===== src/rtl/pdp8_pkg.sv =====
// Shared PDP-8 core types and defaults.
// Holds the widths used across the core and the memory-arbiter state and requester encodings.
package pdp8_pkg;

  localparam int PDP8_ADDR_WIDTH  = 12;
  localparam int PDP8_DATA_WIDTH  = 12;

  // Default memory read latency (legal 1..7) and the IFD starvation threshold.
  localparam int ARB_MEM_LATENCY  = 2;
  localparam int ARB_STARVE_LIMIT = 4;

  typedef enum logic [1:0] {
    ARB_IDLE,
    ARB_ISSUE,
    ARB_WAIT,
    ARB_RESP
  } mem_arb_state_e;

  typedef enum logic {
    REQ_IFD,
    REQ_EXEC
  } mem_requester_e;

  // Starvation count after a grant: IFD grants and unopposed EXEC grants clear it.
  function automatic logic [7:0] starve_next(input logic [7:0] cnt,
                                             input logic       ifd_granted,
                                             input logic       ifd_waiting,
                                             input int         limit);
    logic [7:0] nxt;
    nxt = '0;
    if (!ifd_granted && ifd_waiting) begin
      nxt = (cnt >= 8'(limit)) ? 8'(limit) : cnt + 8'd1;
    end
    return nxt;
  endfunction

endpackage


===== src/rtl/mem_arbiter.sv =====
// Arbitrates the single PDP-8 main-memory port between instruction fetch and EXEC.
// EXEC has fixed priority; IFD is forced through after STARVE_LIMIT opposed EXEC grants.
//
// state     | meaning
// ----------+-------------------------------------------------------------
// ARB_IDLE  | no access in flight; arbitrate requests sampled this cycle
// ARB_ISSUE | mem_en and winner's gnt asserted for exactly one cycle
// ARB_WAIT  | read in flight; counting cycles until mem_rdata is valid
// ARB_RESP  | winner's rd_valid asserted for one cycle; back to IDLE next
module mem_arbiter
  import pdp8_pkg::*;
#(
  parameter int ADDR_WIDTH   = PDP8_ADDR_WIDTH,
  parameter int DATA_WIDTH   = PDP8_DATA_WIDTH,
  parameter int MEM_LATENCY  = ARB_MEM_LATENCY,
  parameter int STARVE_LIMIT = ARB_STARVE_LIMIT
) (
  input  logic                  clk,
  input  logic                  reset_n,

  input  logic                  ifd_req,
  input  logic [ADDR_WIDTH-1:0] ifd_addr,
  output logic                  ifd_gnt,
  output logic                  ifd_rd_valid,
  output logic [DATA_WIDTH-1:0] ifd_rd_data,

  input  logic                  exec_req,
  input  logic                  exec_we,
  input  logic [ADDR_WIDTH-1:0] exec_addr,
  input  logic [DATA_WIDTH-1:0] exec_wdata,
  output logic                  exec_gnt,
  output logic                  exec_rd_valid,
  output logic [DATA_WIDTH-1:0] exec_rd_data,

  output logic                  mem_en,
  output logic                  mem_we,
  output logic [ADDR_WIDTH-1:0] mem_addr,
  output logic [DATA_WIDTH-1:0] mem_wdata,
  input  logic [DATA_WIDTH-1:0] mem_rdata
);

  localparam int WC_W = 3;
  localparam int SC_W = 8;

  mem_arb_state_e        state_q,       state_d;
  mem_requester_e        sel_q,         sel_d;
  logic [WC_W-1:0]       wait_cnt_q,    wait_cnt_d;
  logic [SC_W-1:0]       starve_cnt_q,  starve_cnt_d;

  logic                  mem_en_q,      mem_en_d;
  logic                  mem_we_q,      mem_we_d;
  logic [ADDR_WIDTH-1:0] mem_addr_q,    mem_addr_d;
  logic [DATA_WIDTH-1:0] mem_wdata_q,   mem_wdata_d;

  logic                  ifd_gnt_q,       ifd_gnt_d;
  logic                  exec_gnt_q,      exec_gnt_d;
  logic                  ifd_rd_valid_q,  ifd_rd_valid_d;
  logic                  exec_rd_valid_q, exec_rd_valid_d;
  logic [DATA_WIDTH-1:0] ifd_rd_data_q,   ifd_rd_data_d;
  logic [DATA_WIDTH-1:0] exec_rd_data_q,  exec_rd_data_d;

  logic                  ifd_win;
  logic                  exec_win;

  // Priority pick: EXEC first unless IFD has been starved long enough.
  always_comb begin
    ifd_win  = ifd_req && ((starve_cnt_q == SC_W'(STARVE_LIMIT)) || !exec_req);
    exec_win = exec_req && !ifd_win;
  end

  always_comb begin
    state_d         = state_q;
    sel_d           = sel_q;
    wait_cnt_d      = wait_cnt_q;
    starve_cnt_d    = starve_cnt_q;
    mem_en_d        = 1'b0;
    mem_we_d        = 1'b0;
    mem_addr_d      = mem_addr_q;
    mem_wdata_d     = mem_wdata_q;
    ifd_gnt_d       = 1'b0;
    exec_gnt_d      = 1'b0;
    ifd_rd_valid_d  = 1'b0;
    exec_rd_valid_d = 1'b0;
    ifd_rd_data_d   = ifd_rd_data_q;
    exec_rd_data_d  = exec_rd_data_q;

    case (state_q)
      ARB_IDLE: begin
        if (ifd_win || exec_win) begin
          state_d      = ARB_ISSUE;
          sel_d        = ifd_win ? REQ_IFD : REQ_EXEC;
          mem_en_d     = 1'b1;
          mem_we_d     = exec_win && exec_we;
          mem_addr_d   = ifd_win ? ifd_addr : exec_addr;
          mem_wdata_d  = ifd_win ? '0 : exec_wdata;
          ifd_gnt_d    = ifd_win;
          exec_gnt_d   = exec_win;
          starve_cnt_d = starve_next(starve_cnt_q, ifd_win, ifd_req, STARVE_LIMIT);
        end
      end

      ARB_ISSUE: begin
        // mem_we_q still carries the latched direction during the issue cycle.
        if (mem_we_q) begin
          state_d = ARB_IDLE;
        end else begin
          state_d    = ARB_WAIT;
          wait_cnt_d = WC_W'(1);
        end
      end

      ARB_WAIT: begin
        wait_cnt_d = wait_cnt_q + WC_W'(1);
        if (wait_cnt_q == WC_W'(MEM_LATENCY)) begin
          state_d    = ARB_RESP;
          wait_cnt_d = '0;
          if (sel_q == REQ_IFD) begin
            ifd_rd_data_d  = mem_rdata;
            ifd_rd_valid_d = 1'b1;
          end else begin
            exec_rd_data_d  = mem_rdata;
            exec_rd_valid_d = 1'b1;
          end
        end
      end

      ARB_RESP: begin
        state_d = ARB_IDLE;
      end

      default: begin
        state_d = ARB_IDLE;
      end
    endcase
  end

  always_ff @(posedge clk) begin
    if (!reset_n) begin
      state_q         <= ARB_IDLE;
      sel_q           <= REQ_IFD;
      wait_cnt_q      <= '0;
      starve_cnt_q    <= '0;
      mem_en_q        <= 1'b0;
      mem_we_q        <= 1'b0;
      mem_addr_q      <= '0;
      mem_wdata_q     <= '0;
      ifd_gnt_q       <= 1'b0;
      exec_gnt_q      <= 1'b0;
      ifd_rd_valid_q  <= 1'b0;
      exec_rd_valid_q <= 1'b0;
      ifd_rd_data_q   <= '0;
      exec_rd_data_q  <= '0;
    end else begin
      state_q         <= state_d;
      sel_q           <= sel_d;
      wait_cnt_q      <= wait_cnt_d;
      starve_cnt_q    <= starve_cnt_d;
      mem_en_q        <= mem_en_d;
      mem_we_q        <= mem_we_d;
      mem_addr_q      <= mem_addr_d;
      mem_wdata_q     <= mem_wdata_d;
      ifd_gnt_q       <= ifd_gnt_d;
      exec_gnt_q      <= exec_gnt_d;
      ifd_rd_valid_q  <= ifd_rd_valid_d;
      exec_rd_valid_q <= exec_rd_valid_d;
      ifd_rd_data_q   <= ifd_rd_data_d;
      exec_rd_data_q  <= exec_rd_data_d;
    end
  end

  assign ifd_gnt       = ifd_gnt_q;
  assign ifd_rd_valid  = ifd_rd_valid_q;
  assign ifd_rd_data   = ifd_rd_data_q;
  assign exec_gnt      = exec_gnt_q;
  assign exec_rd_valid = exec_rd_valid_q;
  assign exec_rd_data  = exec_rd_data_q;
  assign mem_en        = mem_en_q;
  assign mem_we        = mem_we_q;
  assign mem_addr      = mem_addr_q;
  assign mem_wdata     = mem_wdata_q;

endmodule


===== config.mk =====
export PLATFORM = sky130hd
export DESIGN_NAME = mem_arbiter
export DESIGN_NICKNAME = d
export VERILOG_FILES = /design/src/rtl/pdp8_pkg.sv /design/src/rtl/mem_arbiter.sv
export SDC_FILE = /design/constraint.sdc
export NUM_CORES = 1
export LEC_CHECK = 0
export CAP_MARGIN = 5
export CORE_UTILIZATION = 40
export CTS_BUF_LIST = sky130_fd_sc_hd__clkbuf_4
export DETAILED_ROUTE_END_ITERATION = 16
export PLACE_DENSITY = 0.78
export SYNTH_ARGS = -nofsm -noshare
export SYNTH_HDL_FRONTEND = slang
export SYNTH_SLANG_ARGS = --single-unit

===== constraint.sdc =====
create_clock -name clk -period 1.55 [get_ports clk]
set_input_delay 0.2325 -clock clk [delete_from_list [all_inputs] [get_ports clk]]
set_output_delay 0.2325 -clock clk [all_outputs]
set_load 0.01 [all_outputs]

==> impl_metrics.ini <==
[timing]
final-max-slew-violation-count = 0
layout_setup_ws_ps = -0.516
clock_skew_ps = 16.2
finalCriticalPeriod_ps = 1550
slew_headroom = 0.795
setup_viol = 1
rsz0062_at_grt = true
fin_tns_setup_ps = -0.516
fin_hold_ws_ps = 374
max_freq_mhz = 645
hold_viol = 0
min_period_over_period = 1.00
max_slew.worst_pin.slew_ps = 300

[clocking]
clock_latency_ps = 400
cts_tree = yes
clkTransAtPathRegs_ps = 100
cts.htree.levels = 3
cts_buffer_depth = 2
cts_num_sinks = 68
cts-buffers-inserted = 9
cts-root-buf = clkbuf_4

[grt]
grt-ovfl-total = 0
antenna_found_initial = 0
grt_use_total = 0.212
grt_pass1_wl_um = 11800
grt_max_degree = 40
grt_pass1_vias = 2496

[worst_setup_path]
worst_setup_path_end_kind = flop
crit_buf_inv = 0
r2r_setup_slack_ps = -0.5
critPathLaunchType = flop
path_max_fanout = 4
critPathKind = flop to flop
slowest_delay_ps = 570
path_depth = 4
rr_worst_depth = 4
cp.arrival_ps = 1860
crit_family = simple AND/OR/NAND/NOR gates
crit_chain = or4_4 > nor4_4 > nor2_2 > nor4b_2
worst_path_max_delay_cell = or4_4
critPathRequiredTime_ps = 1860

[finish]
antennaDiodeCount = 0
area_growth_pct = 63.8
n_fill_cell = 491
stdcell_area_um2 = 4380
fin_nets = 485
layout-drive-gt1-share = 0.154

[power]
cellPowerDensity_nw_per_um2 = 836
p_leak_nw = 2.38
irDropWorstVdd_v = 0.000534
finalPower_mw = 3.67

[routing]
drtAntennaViolNets = 0
via_per_inst = 5.09
post_drt_wl_per_cell_um = 14.8
drt_iter0_drc = 90
totalWireLength_um = 7590
via_count = 2606
drcViolationCount = 0
dr.pass1.iters = 4

[logic_synthesis]
yosys.area.top_type = dfxtp_1
yosysWarnings = 0
synth_area_um2 = 2680
synth.distinct_cells = 41
syn_area_per_cell_um2 = 8.95
synth_most_common_cell = dfxtp_1
synth-seq-cells = 68
synth_common_cells = dfxtp_1, a21oi_1, nand2_1
synthTopCellsByArea = dfxtp_1, mux2i_1, a21oi_1
synth_edf_count = 0
synth_ff_type = dfxtp_1
synthesis.nets = 354
yosysSeqAreaShare = 0.509
async_reset_ff_frac = 0
synth_top_area_frac = 0.509
netlist_instances = 299

[floorplanning]
pin_count = 107
die_area_um2 = 7020
core-area_um2 = 6390
fp.dieH_um = 83.8
initial_utilization = 0.419
die_w_um = 83.8
fp-row-count = 29

[worst_hold_path]
worstHoldPathCells = 3
hold_path.class = primary input to flop

[placed_design]
postPlaceCellArea_um2 = 4090
dp_slack_ps = -290
gp_congestion = 0.836
dp_hpwl_um = 5260
port-buffer-count = 106

[run_status]
status = finished with violations
violations = negative setup slack

[job]
drv_cap = 0
-- through the flow --
stage	instances	util
floorplan	299	-
global placement	493	0.640
detailed placement	493	0.640
CTS	509	0.656
global route	512	0.686
finish	512	0.686
-- sequential cells by signal (all words and copies together), names as in the netlist, 3 cells and up, named ones only --
| signal | count |
|---|---|
| exec_rd_data | 12 |
| ifd_rd_data | 12 |
| mem_addr | 12 |
| mem_wdata | 12 |
| starve_cnt_q | 8 |
| wait_cnt_q | 3 |
-- where the power goes --
group / internal, mW / switching [mW]
Combinational: 0.428 / 0.380
Sequential: 1.85 / 0.0487
Clock: 0.355 / 0.609
Total: 2.63 / 1.04
-- layout by cell type (no fill, tap or decap), types with 3 or more instances in the layout --
| master | count |
|---|---|
| clkbuf_4 | 11 |
| a21oi_1 | 41 |
| dlymetal6s2s_1 | 35 |
| o21ai_0 | 17 |
| buf_4 | 22 |
| clkdlybuf4s50_1 | 54 |
| dfxtp_1 | 65 |
| nor3_1 | 5 |
| nand3_1 | 16 |
| dfxtp_2 | 3 |
| inv_1 | 4 |
| nand2_1 | 33 |
| buf_12 | 8 |
| nor2_1 | 32 |
| mux2i_1 | 26 |
| dlygate4sd2_1 | 17 |
-- logic make-up (layout without fill, tap and decap cells) --
group | count (synthesis) | in the layout | share of synthesized area
AND/OR/NAND/NOR | 111 | 111 | 0.210
flip-flops | 68 | 68 | 0.509
AO/OA/AOI/OAI | 67 | 67 | 0.134
multiplexers | 26 | 26 | 0.0972
buffers and inverters | 24 | 160 | 0.0374
adder cells (fa/ha/maj) | 2 | 2 | 0.00935
XOR/XNOR | 1 | 1 | 0.00327
-- area by class of cell --
class / count / area, um2 / area share
clock inverter: 5 / 28.8 / 0.00657
timing repair buffer: 139 / 1510 / 0.345
clock buffer: 11 / 82.6 / 0.0188
inverter: 5 / 18.8 / 0.00428
sequential: 68 / 1370 / 0.311
multi-input combinational: 207 / 1280 / 0.291
tap: 77 / 96.3 / 0.0220
-- routing by layer --
| metal | global-route usage | wire length, um | up-vias |
|---|---|---|---|
| met5 | 0 | 0 | - |
| met4 | 0.0909 | 221 | 0 |
| met3 | 0.0643 | 341 | 17 |
| met2 | 0.364 | 3830 | 65 |
| met1 | 0.242 | 3200 | 1215 |
| li1 | - | - | 1309 |
-- worst paths after layout --
check / to / startpoint
hold / removal: mem_addr[0] / exec_addr[0]
hold reg to reg: mem_wdata[8] / mem_wdata[8]
setup reg to reg: starve_cnt_q[5] / starve_cnt_q[7]
setup / recovery: starve_cnt_q[5] / starve_cnt_q[7]
-- tightest hold or removal path, stage by stage --
cell and delay (ps):
clkdlybuf4s50_1 400, nand2_1 50, a21oi_1 50
-- what timing repair did --
action | CTS | global route
pin swaps | 4 | 9
resized for setup | 18 | 49
gates cloned | 0 | 2
endpoints found under the hold margin | 0 | 0
setup buffers | 0 | 1
hold buffers | 0 | 0
setup endpoints to repair | 46 | 70
Power figures use the tool's default switching activity.
